--- src/rtl/rle1_enc.sv ---
// Run-length encoder: groups equal 1-bit symbols into {symbol, count, last}
// packets, splitting runs at the maximum count.
module rle1_enc #(
    parameter int SYMBOL_WIDTH = 1,
    parameter int COUNT_WIDTH  = 4
) (
    input  logic                                clk,
    input  logic                                reset,
    input  logic [SYMBOL_WIDTH:0]               rle1__input_r,
    input  logic                                rle1__input_r_vld,
    output logic                                rle1__input_r_rdy,
    output logic [SYMBOL_WIDTH+COUNT_WIDTH:0]   rle1__output_s,
    output logic                                rle1__output_s_vld,
    input  logic                                rle1__output_s_rdy
);

    localparam int OW = SYMBOL_WIDTH + COUNT_WIDTH + 1;
    localparam logic [COUNT_WIDTH-1:0] MAXC = '1;
    localparam logic [COUNT_WIDTH-1:0] ONE  = COUNT_WIDTH'(1);

    logic                    r_run_valid;
    logic [SYMBOL_WIDTH-1:0] r_run_sym;
    logic [COUNT_WIDTH-1:0]  r_run_cnt;
    logic                    r_flush_pending;
    logic [OW-1:0]           r_out_data;
    logic                    r_out_vld;

    logic                    w_run_valid;
    logic [SYMBOL_WIDTH-1:0] w_run_sym;
    logic [COUNT_WIDTH-1:0]  w_run_cnt;
    logic                    w_flush_pending;
    logic [OW-1:0]           w_out_data;
    logic                    w_out_vld;

    logic [SYMBOL_WIDTH-1:0] w_sym;
    logic                    w_last;
    logic                    w_can_load;
    logic                    w_accept;
    logic                    w_flush;

    assign w_sym      = rle1__input_r[SYMBOL_WIDTH:1];
    assign w_last     = rle1__input_r[0];
    assign w_can_load = ~r_out_vld | rle1__output_s_rdy;
    assign w_accept   = ~reset & rle1__input_r_vld & ~r_flush_pending & w_can_load;
    assign w_flush    = r_flush_pending & w_can_load;

    assign rle1__input_r_rdy  = w_accept;
    assign rle1__output_s     = r_out_data;
    assign rle1__output_s_vld = r_out_vld;

    always_comb begin
        w_run_valid     = r_run_valid;
        w_run_sym       = r_run_sym;
        w_run_cnt       = r_run_cnt;
        w_flush_pending = r_flush_pending;
        w_out_data      = r_out_data;
        w_out_vld       = r_out_vld & ~rle1__output_s_rdy;
        unique case (1'b1)
            w_flush: begin
                w_out_data      = {r_run_sym, r_run_cnt, 1'b1};
                w_out_vld       = 1'b1;
                w_run_valid     = 1'b0;
                w_flush_pending = 1'b0;
            end
            w_accept: begin
                if (!r_run_valid) begin
                    w_run_sym   = w_sym;
                    w_run_cnt   = ONE;
                    w_run_valid = ~w_last;
                    if (w_last) begin
                        w_out_data = {w_sym, ONE, 1'b1};
                        w_out_vld  = 1'b1;
                    end
                end else if (w_sym == r_run_sym && r_run_cnt != MAXC) begin
                    w_run_cnt = r_run_cnt + ONE;
                    if (w_last) begin
                        w_out_data  = {w_sym, r_run_cnt + ONE, 1'b1};
                        w_out_vld   = 1'b1;
                        w_run_valid = 1'b0;
                    end
                end else begin
                    // closing packet now; a final beat leaves a second packet for the flush cycle
                    w_out_data      = {r_run_sym, r_run_cnt, 1'b0};
                    w_out_vld       = 1'b1;
                    w_run_sym       = w_sym;
                    w_run_cnt       = ONE;
                    w_flush_pending = w_last;
                end
            end
            default: begin
            end
        endcase
    end

    always_ff @(posedge clk) begin
        if (reset) begin
            r_run_valid     <= 1'b0;
            r_run_sym       <= '0;
            r_run_cnt       <= '0;
            r_flush_pending <= 1'b0;
            r_out_data      <= '0;
            r_out_vld       <= 1'b0;
        end else begin
            r_run_valid     <= w_run_valid;
            r_run_sym       <= w_run_sym;
            r_run_cnt       <= w_run_cnt;
            r_flush_pending <= w_flush_pending;
            r_out_data      <= w_out_data;
            r_out_vld       <= w_out_vld;
        end
    end

endmodule

--- config.mk ---
export PLATFORM = sky130hd
export DESIGN_NAME = rle1_enc
export DESIGN_NICKNAME = d
export VERILOG_FILES = /design/src/rtl/rle1_enc.sv
export SDC_FILE = /design/constraint.sdc
export NUM_CORES = 1
export LEC_CHECK = 0
export BUFFER_PORTS_ARGS = -buffer_cell sky130_fd_sc_hd__clkbuf_2
export CAP_MARGIN = 20
export CORE_MARGIN = 2
export CORE_UTILIZATION = 46
export DETAILED_ROUTE_END_ITERATION = 16
export GPL_ROUTABILITY_DRIVEN = 0
export GPL_TIMING_DRIVEN = 0
export HOLD_SLACK_MARGIN = 0.03
export MAX_ROUTING_LAYER = met4
export PLACE_DENSITY = 0.72
export SYNTH_ARGS = -nofsm -noshare
export SYNTH_HDL_FRONTEND = slang
export SYNTH_SLANG_ARGS = --single-unit
--- constraint.sdc ---
create_clock -name clk -period 1.91 [get_ports clk]
set_clock_uncertainty 0.2 [all_clocks]
set_input_delay 0.382 -clock clk [delete_from_list [all_inputs] [get_ports clk]]
set_output_delay 0.382 -clock clk [all_outputs]
set_load 0.005 [all_outputs]
# After elaboration in Yosys (flattened, before gate mapping)
# Cells that the tools add are included.
[word_totals]
register_bits = 14
latchBits = 0
mem_bits_rw = 0
mem_bits_ro = 0
in_bits = 6
out_inout_bits = 8
elab_cells = 50
memories = 0
[classes]
addsub = 1
mul = 0
n_div = 0
order_cmp = 0
n_eq_ne = 7
shifts = 0
n_mux = 20
bitwise = 11
reduce_logical = 5
[ops]
columns = ["op", "n"]
rows = [
  ["2-to-1 mux 6 bit", 4],
  ["one-hot mux 6 bit (2 select lines)", 1],
  ["2-to-1 mux 1 bit", 10],
  ["2-to-1 mux 4 bit", 2],
  ["one-hot mux 1 bit (2 select lines)", 3],
  ["AND reduction 3 bit", 2],
  ["AND 1 bit", 5],
  ["NOT 1 bit", 5],
  ["adder 4 x 1 -> 4 bit, second input constant", 1],
  ["inequality test 2 bit, second input constant", 2],
  ["inequality test 4 bit, second input constant", 1],
  ["inequality test 3 x 2 -> 1 bit, second input constant", 1],
  ["inequality test 3 bit, second input constant", 1],
  ["inequality test 2 x 1 -> 1 bit, second input constant", 1],
  ["AND reduction 2 bit", 1],
  ["nonzero test 2 bit", 1],
  ["equality test 1 bit", 1],
  ["logical AND 1 bit", 1],
  ["OR 1 bit", 1],
]

# Logic depth before layout (Yosys ltp)
[logic_depth]
word_depth = 6
depth_mapped = 7
ltp_nobuf = 7

# Worst setup path after synthesis
# OpenSTA, ideal clock, no wires.
[synth_timing]
path_type = "input port to flip-flop"
start = "input reset"
end = "register r_out_data[0], in the netlist rle1__output_s[0]"
setup_time_ns = 0.119
arrival_time_ns = 1.705
required_ns = 1.591
setup_slack_ns = -0.114
cell_stages = 6
path_buffers = 2
path_cell_list = "buf_6 -> nand2b_4 -> or3_4 -> buf_6 -> o31a_4 -> o221a_1"
[synth_between]
elab_chain_len = 6
elab_cells_between_ends = 9
classes_between = "eq/ne: 2; mux: 1; bitwise: 4; reduce/logical: 2"
[synth_lines]
columns = ["element", "line", "rtl"]
rows = [
  ["start: declaration", "8", "input logic reset,"],
  ["NOT 1 bit", "44", "assign w_accept = ~reset & rle1__input_r_vld & ~r_flush_pending & w_can_load;"],
  ["AND 1 bit (3 in series)", "44", ""],
  ["inequality test 3 bit (no source line), or another cell as far along", "--", ""],
  ["AND reduction 3 bit (no source line)", "--", ""],
  ["end signal: assignment", "108", "r_out_data <= w_out_data;"],
  ["end: declaration", "25", "logic [OW-1:0] r_out_data;"],
]
# Parallel ways exist; a longest one is shown, timed or not.
# A chain may end at the register's enable or synchronous reset.

# Final worst setup path
[layout_timing]
start = "register r_out_vld, in the netlist rle1__output_s_vld"
end = "output rle1__input_r_rdy"
[layout_between]
elab_chain_len = 3
[layout_lines]
columns = ["element", "line", "rtl"]
rows = [
  ["start: declaration", "26", "logic r_out_vld;"],
  ["start signal: assignment", "109", "r_out_vld <= w_out_vld;"],
  ["NOT 1 bit", "43", "assign w_can_load = ~r_out_vld | rle1__output_s_rdy;"],
  ["OR 1 bit", "43", ""],
  ["AND 1 bit", "44", ""],
  ["end: declaration", "11", "output logic rle1__input_r_rdy,"],
]
# No other way between the ends.

==> run metrics <==
pwr/cell area 691 mW/mm^2; count of inserted antenna diode cells 0; Fillers 130; library cells used by synthesis 29; outcome finished clean; hpwl dp 1080 microns; Critical path origin rle1__output_s_vld; Synthesis Warnings 0; CP Cell Sequence nor2b_4 > or3_4 > clkinv_4 > buf_6; drt wl/cell 13.5 microns; Fin. Hold Viols 0; cell internal pwr 0.000469 W; post-synthesis mux area share 0%; layout cells sized above 1 36.5%; pin slew with the least headroom to its limit 0.337 ns; max-slew violation count 0; # rows 14; hold_sp reset; Avg Cell Area, Syn 8.45 sq um; register bit total from synthesis 14; sequential power share 49.6%; crit path DAT 1.29 ns; xor/xnor share of the synthesized area 1.22%; Synth Area in Compound Gates 26.7%; Post-DRT Antenna Nets 0; Final Cell Area 917 sq um; die height 43.5 microns; total gr overflow 0; DR pass1 iterations 7; area occupied by multi-input gates 423 sq um; total of max-cap violations 0; CTS H-tree lvls 1; nets@finish 113; initial antenna violation count 0; global-route wire length before repair 2530 microns; Buf/Inv on CP 2; Crit. End Element primary output; delay-heaviest family, CP simple AND/OR/NAND/NOR gates; Seq/Total Area, Yosys 39.0%; Core ar. 0.00149 sq mm; die area 0.00189 sq mm; placed cell areas 802 sq um; Max FO, Critical Path 3; # IOs 14; Reg clk slew, reported paths 0.09 ns; hold_buf cts 0; clk root buf clkbuf_4; CP peak stage delay 0.40 ns; Syn Nets 93; Clock power frac 34.3%; die width 43.5 microns; most frequent cells in the layout 11 x clkbuf_2, 11 x dfxtp_1, 8 x nor2_1; drc violations 0; # clock sinks 14; area of the mapped netlist 718 sq um; largest net degree at the start of global routing 11; total track usage 19.2%; total number of vias 724; vias per cell 6.03; Iter 0 DRT Violations 25; register area 284 sq um; period utilization 98.0%; Simple-Gate Fraction of Synth Area 22.3%; post-synthesis adder-cell area fraction 3.48%; min Tclk post-route 1.87 ns; CP required 1.33 ns; smallest hold slack 0.0764 ns; NetSw 0.000165 W; Syn Inst Count 85; Leakage 0.363 nW; relative slew slack 77.5%; Sw Ratio 26.0%; Comb pwr share 16.2%; main combinational cell family by area after synthesis compound AO/OA/AOI/OAI gates; synth-to-layout area growth 27.7%; DRT Wirelength 1620 microns; clock buffer depth 2; r2r setup slk 0.05 ns; origin of the critical flop-to-flop path rle1__output_s_vld; worst min-delay path class in2reg; vias in the first global route 569; maximum vdd drop 455 uV; Initial Utilization 48.2%; Max Clock Freq 0.534 GHz; unrepaired setup endpoints after global routing yes; crit start category flip-flop; PortBufs 12; Finish-stage setup viols 0; total CTS buffers 3; Crit-path slowest cell or3_4; Clk Latency, worst-skew pair 0.29 ns; CTS tree built; Crit Path Category reg2out
## logic make-up (layout without fill, tap and decap cells)
kind of cell / after synthesis / in the layout
buffers and inverters: 10 / 29
XOR/XNOR: 1 / 1
adder cells (fa/ha/maj): 2 / 2
AO/OA/AOI/OAI: 27 / 27
AND/OR/NAND/NOR: 31 / 31
flip-flops: 14 / 14
## path summary, 6_finish.rpt
path                        end  cells after the start
max           rle1__input_r_rdy                      4
min          rle1__output_s_vld                      2
max reg2reg   rle1__output_s[0]                      5
min reg2reg   rle1__output_s[1]                      2
## per-layer routing
| layer | wire length, microns | track usage, % |
|---|---|---|
| met4 | 53 | 13.3 |
| met1 | 706 | 24.9 |
| met5 | 0 | - |
| met3 | 118 | 5.42 |
| met2 | 737 | 25.4 |
## registers in the layout, summed over array words and instances (netlist names)
| register | cells |
|---|---|
| rle1__output_s | 6 |
| r_run_cnt | 4 |
| r_flush_pending | 1 |
| r_run_sym | 1 |
| r_run_valid | 1 |
| rle1__output_s_vld | 1 |
## cells in the mapped netlist
cell type  count  area, sq um
a21oi_1        8         40.0
a221oi_1       1         8.76
a311oi_1       1         8.76
a311oi_2       1         15.0
a31oi_1        3         18.8
a41oi_1        1         8.76
and2_1         1         6.26
buf_6          2         22.5
clkbuf_1       1         3.75
clkinv_1       1         3.75
dfxtp_1       14          280
ha_1           2         25.0
inv_1          6         22.5
nand2_1        7         26.3
nand2b_4       1         13.8
nand3_1        5         25.0
nand4_1        4         25.0
nor2_1         8         30.0
nor2b_1        1         6.26
nor3_1         2         10.0
nor4_1         1         6.26
o211a_1        1         10.0
o21a_1         1         7.51
o21ai_0        6         30.0
o221a_1        1         11.3
o31a_4         1         17.5
o31ai_1        2         15.0
or3_4          1         11.3
xnor2_1        1         8.76
## metrics by stage
step | utilization (%) | power (W) | instances | TNS, ns | setup WS [ns]
after global placement | 53.9 | 0.000403 | 113 | -0.842 | -0.173
after CTS | 57.1 | 0.000622 | 118 | -0.00644 | -0.00485
after global routing | 61.6 | 0.000664 | 120 | -0.0248 | -0.0248
after floorplan | - | 0.000375 | 85 | -0.408 | -0.112
final | 61.6 | 0.000634 | 120 | 0 | 0.0391
after detailed placement | 53.9 | 0.000404 | 113 | -0.865 | -0.186
## area by class of cell
class	instances	area share, %
clock buffer	4	3.96
timing repair buffer	16	10.5
multi-input combinational	61	46.1
sequential	14	31.0
tap	16	2.18
inverter	7	3.41
buffer	2	2.86
## timing repair
item	in CTS	in global routing
setup buffers	1	3
setup endpoints to repair	1	7
resized for setup	2	13
cloned	0	0
pin swaps	0	4
## power groups by stage
stage / combinational, W / sequential (W) / clock, W
2_1_floorplan: 0.0000578 / 0.000317 / 0
3_3_place_gp: 0.0000858 / 0.000317 / 0
3_5_place_dp: 0.0000863 / 0.000317 / 0
4_1_cts: 0.0000901 / 0.000310 / 0.000222
5_1_grt: 0.000113 / 0.000316 / 0.000235
6_report: 0.000102 / 0.000314 / 0.000217
Power figures use the tool's default switching activity.
